===== config.mk =====
export PLATFORM = sky130hd
export DESIGN_NAME = cb_io_filter_sched
export DESIGN_NICKNAME = d
export VERILOG_FILES = /design/src/rtl/cb_io_filter_sched.sv
export SDC_FILE = /design/constraint.sdc
export NUM_CORES = 1
export LEC_CHECK = 0
export BUFFER_PORTS_ARGS = -buffer_cell sky130_fd_sc_hd__buf_2
export CORE_MARGIN = 8
export CORE_UTILIZATION = 50
export CTS_BUF_LIST = sky130_fd_sc_hd__clkbuf_4 sky130_fd_sc_hd__clkbuf_8
export DETAILED_ROUTE_END_ITERATION = 8
export PLACE_DENSITY = 0.68
export SKIP_LAST_GASP = 1
export SYNTH_ARGS = -nofsm -noshare
export SYNTH_HDL_FRONTEND = slang
export SYNTH_SLANG_ARGS = --single-unit

===== constraint.sdc =====
create_clock -name sys_clk -period 18.5 [get_ports sys_clk]
set_input_delay 5.55 -clock sys_clk [delete_from_list [all_inputs] [get_ports sys_clk]]
set_output_delay 5.55 -clock sys_clk [all_outputs]
set_load 0.01 [all_outputs]

===== src/rtl/cb_io_filter_sched.sv =====
// cb_io_filter_sched: time-multiplexed debounce scheduler for CH_NUM IO inputs.
// One compare/increment datapath walks every channel once per sample tick;
// per-channel counters live in a register array. An Avalon-MM slave exposes
// configuration, filtered levels, edge flags and an overrun flag.
//
// Optional feature macro: CB_IO_FILTER_SCHED_IRQ_EN
//   defined   -> IRQ_MASK register and registered irq_o are present
//   undefined -> irq_o tied low, IRQ_MASK reads 0, flags remain pollable
//
// state | meaning
// ------+------------------------------------------------------------
// IDLE  | waiting for an enabled sample tick
// SCAN  | evaluating channel idx, one channel per cycle, CH_NUM cycles
module cb_io_filter_sched #(
  parameter int CH_NUM      = 8,
  parameter int CNT_W       = 16,
  parameter int DEFAULT_CNT = 8
) (
  input  logic              sys_clk,
  input  logic              rst,
  input  logic              tick_i,
  input  logic [CH_NUM-1:0] opt_i,
  input  logic [2:0]        avs_address,
  input  logic              avs_write,
  input  logic [31:0]       avs_writedata,
  input  logic              avs_read,
  output logic [31:0]       avs_readdata,
  output logic [CH_NUM-1:0] filter_opt_o,
  output logic              irq_o
);

  localparam int IDX_W = $clog2(CH_NUM);

  typedef enum logic {IDLE, SCAN} state_t;

  state_t            state;
  logic [IDX_W-1:0]  idx;
  logic [CNT_W-1:0]  thr_s;
  logic [CNT_W-1:0]  cnt [CH_NUM];
  logic [CH_NUM-1:0] sync1, sync2;

  logic              ctrl_en;
  logic [CNT_W-1:0]  thresh_q;
  logic [CH_NUM-1:0] chen_q;
  logic [CH_NUM-1:0] rise_q, fall_q;
  logic              ovr_q;
  logic [31:0]       mask_q;

  logic              sel_sync, sel_filt, sel_chen, mismatch, accept, ovr_set;
  logic [CNT_W-1:0]  sel_cnt, thr_e;
  logic [CNT_W:0]    cnt_inc;
  logic [CH_NUM-1:0] rise_set, fall_set;
  logic [31:0]       rd_mux;

  // Two-flop synchroniser for the raw asynchronous inputs
  always_ff @(posedge sys_clk or posedge rst) begin
    if (rst) begin
      sync1 <= '0;
      sync2 <= '0;
    end else begin
      sync1 <= opt_i;
      sync2 <= sync1;
    end
  end

  // Shared channel datapath: select the channel under scan and decide its step
  always_comb begin
    sel_sync = sync2[idx];
    sel_filt = filter_opt_o[idx];
    sel_chen = chen_q[idx];
    sel_cnt  = cnt[idx];
    thr_e    = (thr_s == '0) ? CNT_W'(1) : thr_s;
    cnt_inc  = {1'b0, sel_cnt} + (CNT_W+1)'(1);
    mismatch = sel_sync != sel_filt;
    accept   = (state == SCAN) && sel_chen && mismatch && (cnt_inc >= {1'b0, thr_e});
    rise_set = '0;
    fall_set = '0;
    if (accept) begin
      if (sel_sync) rise_set[idx] = 1'b1;
      else          fall_set[idx] = 1'b1;
    end
    ovr_set  = (state == SCAN) && tick_i;
  end

  // Scan FSM with per-channel counter and filtered-level updates
  always_ff @(posedge sys_clk or posedge rst) begin
    if (rst) begin
      state        <= IDLE;
      idx          <= '0;
      thr_s        <= CNT_W'(DEFAULT_CNT);
      filter_opt_o <= '0;
      for (int k = 0; k < CH_NUM; k++) cnt[k] <= '0;
    end else begin
      case (state)
        IDLE: begin
          if (ctrl_en && tick_i) begin
            thr_s <= thresh_q;
            idx   <= '0;
            state <= SCAN;
          end
        end
        SCAN: begin
          if (!sel_chen || !mismatch) begin
            cnt[idx] <= '0;
          end else if (accept) begin
            filter_opt_o[idx] <= sel_sync;
            cnt[idx]          <= '0;
          end else begin
            cnt[idx] <= cnt_inc[CNT_W-1:0];
          end
          if (idx == IDX_W'(CH_NUM - 1)) state <= IDLE;
          else                           idx   <= idx + IDX_W'(1);
        end
        default: state <= IDLE;
      endcase
    end
  end

  // Read mux; unused bits return zero
  always_comb begin
    rd_mux = '0;
    case (avs_address)
      3'd0: rd_mux = {31'b0, ctrl_en};
      3'd1: rd_mux = 32'(thresh_q);
      3'd2: rd_mux = 32'(chen_q);
      3'd3: rd_mux = 32'(filter_opt_o);
      3'd4: rd_mux = 32'(rise_q);
      3'd5: rd_mux = 32'(fall_q);
      3'd6: rd_mux = mask_q;
      3'd7: rd_mux = {31'b0, ovr_q};
      default: rd_mux = '0;
    endcase
  end

  // Register file: config writes, W1C flags (hardware set wins), registered read data
  always_ff @(posedge sys_clk or posedge rst) begin
    if (rst) begin
      ctrl_en      <= 1'b1;
      thresh_q     <= CNT_W'(DEFAULT_CNT);
      chen_q       <= '1;
      rise_q       <= '0;
      fall_q       <= '0;
      ovr_q        <= 1'b0;
      avs_readdata <= '0;
    end else begin
      if (avs_write && avs_address == 3'd0) ctrl_en  <= avs_writedata[0];
      if (avs_write && avs_address == 3'd1) thresh_q <= avs_writedata[CNT_W-1:0];
      if (avs_write && avs_address == 3'd2) chen_q   <= avs_writedata[CH_NUM-1:0];
      rise_q <= (rise_q & ~((avs_write && avs_address == 3'd4) ? avs_writedata[CH_NUM-1:0] : '0))
                | rise_set;
      fall_q <= (fall_q & ~((avs_write && avs_address == 3'd5) ? avs_writedata[CH_NUM-1:0] : '0))
                | fall_set;
      ovr_q  <= (ovr_q & ~(avs_write && avs_address == 3'd7 && avs_writedata[0])) | ovr_set;
      if (avs_read) avs_readdata <= rd_mux;
    end
  end

`ifdef CB_IO_FILTER_SCHED_IRQ_EN
  // Interrupt mask register
  always_ff @(posedge sys_clk or posedge rst) begin
    if (rst)                                   mask_q <= '0;
    else if (avs_write && avs_address == 3'd6) mask_q <= avs_writedata;
  end

  // Registered level interrupt, one cycle behind the flags
  always_ff @(posedge sys_clk or posedge rst) begin
    if (rst) irq_o <= 1'b0;
    else     irq_o <= (|((rise_q | fall_q) & mask_q[CH_NUM-1:0])) | (ovr_q & mask_q[31]);
  end
`else
  logic unused_wd;
  assign unused_wd = ^avs_writedata;
  assign mask_q    = '0;
  assign irq_o     = 1'b0;
`endif

endmodule


# Word-level counts from Yosys, hierarchy flattened
# Cells that the tools add are included.
# word_totals
reg_bits	246
output_inout_bits	41
elab_cells	106
# classes
n_reduce_logical	22
bitwise_logic	14
n_eq_ne	11
magnitude_cmp	5
add_sub_neg	2
n_mux	31
# ops
cell	n
$mux W128	2
$pmux W32 S8	1
$and A128 B128 Y128	1
$bwmux W128	1
$not A128 Y128	1
$mux W16	4
$bmux W16 S3	1
$demux W16 S3	1
$mux W8	6
$add A16 B1 Y17 const B	1
$ge A17 B16 Y1	1
$and A8 B8 Y8	2
$logic_not A16 Y1	1
$not A8 Y8	2
$or A8 B8 Y8	2
$eq A3 B3 Y1 const B	5
$logic_and A1 B1 Y1	14
$bmux W1 S3	3
$bwmux W8	1
$eq A3 B2 Y1 const B	2
$mux W1	6
$mux W3	2
$pmux W3 S2	1
$ge A4 B4 Y1 const B	1
other kinds (18)	23

# Longest topological paths before layout
# logic_depth
depth_word	9
mapped_depth	24

# Worst setup path after synthesis
# No wires, ideal clock.
# synth_timing
path_type	input port to flip-flop
start	in avs_address[1]
end	reg thresh_q[1]
path_stages	5
path_slack_ps	11404
n_path_buf	2
arrival_ps	6971
path_cell_list	clkbuf_1 nand2b_1 nor2_1 clkbuf_1 mux2_2
# synth_between
elab_chain_len	2
# synth_rtl
element	line_no	rtl
start: declaration	23	input logic [2:0] avs_address,
$eq A3 B1 Y1	147	if (avs_write && avs_address == 3'd1) thresh_q <= avs_writedata[CNT_W-1:0];
$logic_and A1 B1 Y1	147	
end signal: assignment	139	thresh_q <= CNT_W'(DEFAULT_CNT);
end signal: assignment	147	
end: declaration	43	logic [CNT_W-1:0] thresh_q;
# Every way passes these cells.
# A chain may end at the register's enable or synchronous reset.

# Worst setup path in the final report
# layout_timing
start	reg idx[2]
end	reg cnt[33] in the netlist's numbering
# layout_between
elab_chain_len	9
# layout_rtl
element	line_no	rtl
start: declaration	37	logic [IDX_W-1:0] idx;
start signal: assignment	112	else idx <= idx + IDX_W'(1);
$not A3 Y4 (implied by the code)	-	
$bmux W16 S3, or another cell as far along	71	sel_cnt = cnt[idx];
$mux W16 (implied by the code) / $logic_and A1 B1 Y1 (equally long branches)	-	
$mux W16 (on tied branches)	-	
$add A16 B1 Y17 / $demux W16 S3 (equally long branches)	-	
$ge A17 B16 Y1 / $not A128 Y128 (equally long branches)	-	
$logic_and A1 B1 Y1 / $and A128 B128 Y128 (equally long branches)	-	
$mux W128	105	end else if (accept) begin
$mux W128 (*)	103	if (!sel_chen || !mismatch) begin
end signal: indexed assignment	109	cnt[idx] <= cnt_inc[CNT_W-1:0];
end: declaration	39	logic [CNT_W-1:0] cnt [CH_NUM];
# Mark *: on every way between the ends. The rest lies on a longest branch, timed or not. The select of a mux whose other input is x is not followed.

==> impl_metrics.xml <==
<?xml version="1.0" encoding="UTF-8"?>
<metrics>
  <group name="clock_tree">
    <metric name="post_cts_hold_buffer_count" unit="">0</metric>
    <metric name="ctsHtreeMaxLevel" unit="">2</metric>
    <metric name="cts_resized" unit="">0</metric>
    <metric name="cts.path.max_buffers" unit="">3</metric>
    <metric name="clock_insertion_delay_worst_skew" unit="ns">0.54</metric>
    <metric name="cts.repair_timing.setup_buffer_count" unit="">0</metric>
    <metric name="clkSlewWorstSetupHoldPaths" unit="ns">0.06</metric>
    <metric name="numClockSinks" unit="">230</metric>
    <metric name="clock-root-buffer" unit="">sky130_fd_sc_hd__clkbuf_8</metric>
    <metric name="numCtsBuffers" unit="">39</metric>
    <metric name="cts_tree" unit="">yes</metric>
  </group>
  <group name="sta">
    <metric name="worst_slew_margin_rel" unit="">0.258</metric>
    <metric name="rsz0062_at_grt" unit="">false</metric>
    <metric name="postLayoutSetupSlackWorst" unit="ns">11.11</metric>
    <metric name="setup_viol" unit="">0</metric>
    <metric name="finalSetupTns" unit="ns">0</metric>
    <metric name="layout_min_cycle_time" unit="ns">7.39</metric>
    <metric name="finClkSkew" unit="ns">0.0244</metric>
    <metric name="worst-slew-pin-transition" unit="ns">1.10</metric>
    <metric name="final-hold-violation-count" unit="">0</metric>
    <metric name="max_clock_freq" unit="MHz">135</metric>
    <metric name="timing.hold.ws" unit="ns">0.346</metric>
    <metric name="timing.final.max_slew_violations" unit="">0</metric>
    <metric name="post_route_clock_period_utilization" unit="">0.399</metric>
  </group>
  <group name="synth">
    <metric name="synth-seq-cells" unit="">230</metric>
    <metric name="synthAdderAreaFrac" unit="">0.0209</metric>
    <metric name="synth_top_area_frac" unit="">0.481</metric>
    <metric name="combinational_family_with_the_most_area_after_synthesis" unit="">compound AO/OA/AOI/OAI gates</metric>
    <metric name="post-synth-top-count-cell" unit="">sky130_fd_sc_hd__dfrtp_1</metric>
    <metric name="synth_simple_gate_area_share" unit="">0.109</metric>
    <metric name="ys_async_sr_fraction" unit="">1.00</metric>
    <metric name="synth_compound_area_frac" unit="">0.168</metric>
    <metric name="synthDistinctLibCells" unit="">69</metric>
    <metric name="average_cell_area_after_synthesis" unit="µm²">10.7</metric>
    <metric name="synth_top_flop_cell" unit="">sky130_fd_sc_hd__dfrtp_1</metric>
    <metric name="synthCells" unit="">1064</metric>
    <metric name="synth-seq-area-share" unit="">0.507</metric>
    <metric name="ys.warnings.count" unit="">0</metric>
    <metric name="yosys.area.top_type" unit="">sky130_fd_sc_hd__dfrtp_1</metric>
    <metric name="synth-edff-count" unit="">0</metric>
    <metric name="synth_mux_area_frac" unit="">0.122</metric>
    <metric name="synth_area_leaders" unit="">sky130_fd_sc_hd__dfrtp_1 48%, sky130_fd_sc_hd__o31ai_1 6.9%, sky130_fd_sc_hd__nand2_1 6.6%</metric>
    <metric name="synth_commonest_cells" unit="">219 x sky130_fd_sc_hd__dfrtp_1, 199 x sky130_fd_sc_hd__nand2_1, 105 x sky130_fd_sc_hd__o31ai_1, 56 x sky130_fd_sc_hd__mux2_2, 52 x sky130_fd_sc_hd__inv_1</metric>
    <metric name="post_synthesis_share_of_cell_area_spent_on_xor_and_xnor_gates" unit="">0.0122</metric>
    <metric name="syn_area" unit="mm²">0.0114</metric>
  </group>
  <group name="power">
    <metric name="vdd_drop_max" unit="mV">0.0812</metric>
    <metric name="cellLeakagePower" unit="µW">0.00561</metric>
    <metric name="cellPowerDensity" unit="mW/mm²">148</metric>
  </group>
  <group name="placed_design">
    <metric name="number_of_i_o_port_buffers" unit="">55</metric>
    <metric name="place_hpwl" unit="µm">18700</metric>
    <metric name="place_area" unit="mm²">0.0118</metric>
    <metric name="place_ws" unit="ns">11.08</metric>
    <metric name="dpl.cell_count" unit="">1347</metric>
    <metric name="finalWeightedCongestion" unit="">0.822</metric>
  </group>
  <group name="flow_run">
    <metric name="maxCapViolCount" unit="">0</metric>
  </group>
  <group name="floorplan">
    <metric name="initial_core_util" unit="">0.506</metric>
    <metric name="core.rowCount" unit="">55</metric>
    <metric name="chipWidth" unit="µm">167</metric>
    <metric name="core_area" unit="mm²">0.0225</metric>
    <metric name="dieHeight" unit="µm">167</metric>
    <metric name="floorplan.die_area" unit="mm²">0.0279</metric>
    <metric name="io_pins" unit="">89</metric>
  </group>
  <group name="status">
    <metric name="outcome" unit="">completed</metric>
  </group>
  <group name="detailed_routing">
    <metric name="drtPass1Iterations" unit="">5</metric>
    <metric name="drt-vias-per-instance" unit="">5.93</metric>
    <metric name="routed_wire_length_per_instance" unit="µm">20.3</metric>
    <metric name="post-route-drc-count" unit="">0</metric>
    <metric name="vias" unit="">8402</metric>
    <metric name="drt_wl_total" unit="µm">28800</metric>
    <metric name="detail_route.iter0.violations" unit="">706</metric>
    <metric name="route.antenna.remaining_nets" unit="">0</metric>
  </group>
  <group name="grt">
    <metric name="grt_pass1_wl" unit="µm">47200</metric>
    <metric name="grt_usage" unit="">0.210</metric>
    <metric name="antenna_found_initial" unit="">0</metric>
    <metric name="grt_overflow" unit="">0</metric>
    <metric name="maximum_number_of_pins_on_one_net_before_global_route_repair" unit="">114</metric>
    <metric name="first_global_vias" unit="">8563</metric>
  </group>
  <group name="layout">
    <metric name="antennaDiodeCount" unit="">0</metric>
    <metric name="synthToLayoutAreaGrowth" unit="%">10.9</metric>
    <metric name="layout-drive-gt1-share" unit="">0.219</metric>
    <metric name="final_nets" unit="">1170</metric>
    <metric name="final_cell_area" unit="mm²">0.0126</metric>
    <metric name="finalNonFillerCells" unit="">1417</metric>
  </group>
  <group name="critical_path">
    <metric name="critPathKind" unit="">reg2reg</metric>
    <metric name="critPathCaptureType" unit="">flip-flop</metric>
    <metric name="arrival" unit="ns">7.76</metric>
    <metric name="worstPathRequired" unit="ns">18.87</metric>
    <metric name="cp_max_fo" unit="">64</metric>
    <metric name="timing.critical_path.from_type" unit="">flip-flop</metric>
  </group>
  <group name="worst_hold_path">
    <metric name="holdCritPathClass" unit="">reg2reg</metric>
  </group>
</metrics>
==> layout make-up <==
class,count,area (µm²)
Inverter,55,214
Sequential cell,230,5770
Clock inverter,12,118
Timing Repair Buffer,74,418
Clock buffer,58,748
Fill cell,1949,9870
Tap cell,285,357
Multi-Input combinational cell,703,5000
==> cell families (layout without fill, tap and decap cells) <==
logic type | after synthesis | count (layout)
AOI/OAI and AO/OA | 262 | 262
xor gates and xnor gates | 15 | 15
adders and majority gates | 19 | 19
buffers and inverters | 147 | 199
DFF | 230 | 230
muxes | 105 | 105
other | 1 | 17
and+or+nand+nor | 285 | 285
==> critical path, cell delays in order, from the launching register on <==
cell and delay [ns]:
sky130_fd_sc_hd__dfrtp_2 0.82, sky130_fd_sc_hd__buf_4 0.57, sky130_fd_sc_hd__and3_1 0.23, sky130_fd_sc_hd__a31oi_1 0.04, sky130_fd_sc_hd__o22a_1 0.25, sky130_fd_sc_hd__clkinv_1 0.25, sky130_fd_sc_hd__ha_1 0.24, sky130_fd_sc_hd__inv_1 0.06
sky130_fd_sc_hd__or4_4 0.58, sky130_fd_sc_hd__a211oi_4 0.29, sky130_fd_sc_hd__nand4_1 0.18, sky130_fd_sc_hd__xnor2_1 0.74, sky130_fd_sc_hd__inv_1 0.12, sky130_fd_sc_hd__ha_1 0.33, sky130_fd_sc_hd__nand4_1 0.12, sky130_fd_sc_hd__nor3_1 0.37
sky130_fd_sc_hd__o31ai_1 0.14, sky130_fd_sc_hd__a41oi_1 0.26, sky130_fd_sc_hd__a311oi_2 0.07, sky130_fd_sc_hd__buf_4 0.22, sky130_fd_sc_hd__nand3_4 0.37, sky130_fd_sc_hd__buf_4 0.64, sky130_fd_sc_hd__o21ai_0 0.20
==> through the flow <==
step / utilization / power, µW
2_1_floorplan: - / 1180
3_3_place_gp: 0.523 / 1360
6_report: 0.561 / 1870
4_1_cts: 0.561 / 1880
3_5_place_dp: 0.523 / 1380
5_1_grt: 0.561 / 1980
==> layout by cell type, fill, tap and decap left out, types with 8 or more instances in the layout <==
master,instances
sky130_fd_sc_hd__nor3_1,10
sky130_fd_sc_hd__a221oi_1,10
sky130_fd_sc_hd__clkbuf_8,50
sky130_fd_sc_hd__mux4_2,21
sky130_fd_sc_hd__a21oi_1,21
sky130_fd_sc_hd__nor2b_1,11
sky130_fd_sc_hd__ha_1,19
sky130_fd_sc_hd__nor2_1,16
sky130_fd_sc_hd__buf_4,19
sky130_fd_sc_hd__xnor2_1,9
sky130_fd_sc_hd__o22ai_1,10
sky130_fd_sc_hd__nand3_1,18
sky130_fd_sc_hd__o21ai_0,38
sky130_fd_sc_hd__dfstp_2,11
sky130_fd_sc_hd__dfrtp_1,217
sky130_fd_sc_hd__a22o_1,17
sky130_fd_sc_hd__mux2_2,56
sky130_fd_sc_hd__nand2_1,199
sky130_fd_sc_hd__inv_1,51
sky130_fd_sc_hd__mux2i_1,27
sky130_fd_sc_hd__conb_1,17
sky130_fd_sc_hd__buf_2,55
sky130_fd_sc_hd__o31ai_1,105
sky130_fd_sc_hd__clkinv_2,8
sky130_fd_sc_hd__a211oi_1,18
sky130_fd_sc_hd__clkbuf_4,8
==> power by group <==
group          switching, µW  internal (µW)
clock                    211            289
sequential              91.4            603
combinational            458            219
==> routing by layer <==
| layer | share of wire | global-route usage | wire [µm] |
|---|---|---|---|
| met5 | 0 | 0 | 0 |
| met4 | 0.023 | 0.0631 | 654 |
| met3 | 0.069 | 0.0374 | 1970 |
| met2 | 0.47 | 0.334 | 13500 |
| met1 | 0.44 | 0.288 | 12700 |
==> final timing paths <==
path | depth (start not counted) | to | from | slack [ns]
setup / recovery | 22 | cnt[33]$_DFFE_PP0P_ | idx[2]$_DFFE_PP0P_ | 11.11
hold / removal | 0 | sync2[6]$_DFF_PP0_ | sync1[6]$_DFF_PP0_ | 0.35
setup reg to reg | 22 | cnt[33]$_DFFE_PP0P_ | idx[2]$_DFFE_PP0P_ | 11.11
hold reg to reg | 0 | sync2[6]$_DFF_PP0_ | sync1[6]$_DFF_PP0_ | 0.35
max in group asynchronous | 3 | cnt[20]$_DFFE_PP0P_ | rst | 11.89
min in group asynchronous | 2 | sync1[6]$_DFF_PP0_ | rst | 5.18
==> state kept, by name, indices dropped and copies added (netlist names) <==
name	count
avs_readdata	16
chen_q	8
cnt	128
ctrl_en	1
fall_q	8
filter_opt_o	8
idx	3
ovr_q	1
rise_q	8
state	1
sync1	8
sync2	8
thr_s	16
thresh_q	16
No activity file was read; power rests on OpenSTA's default activity.
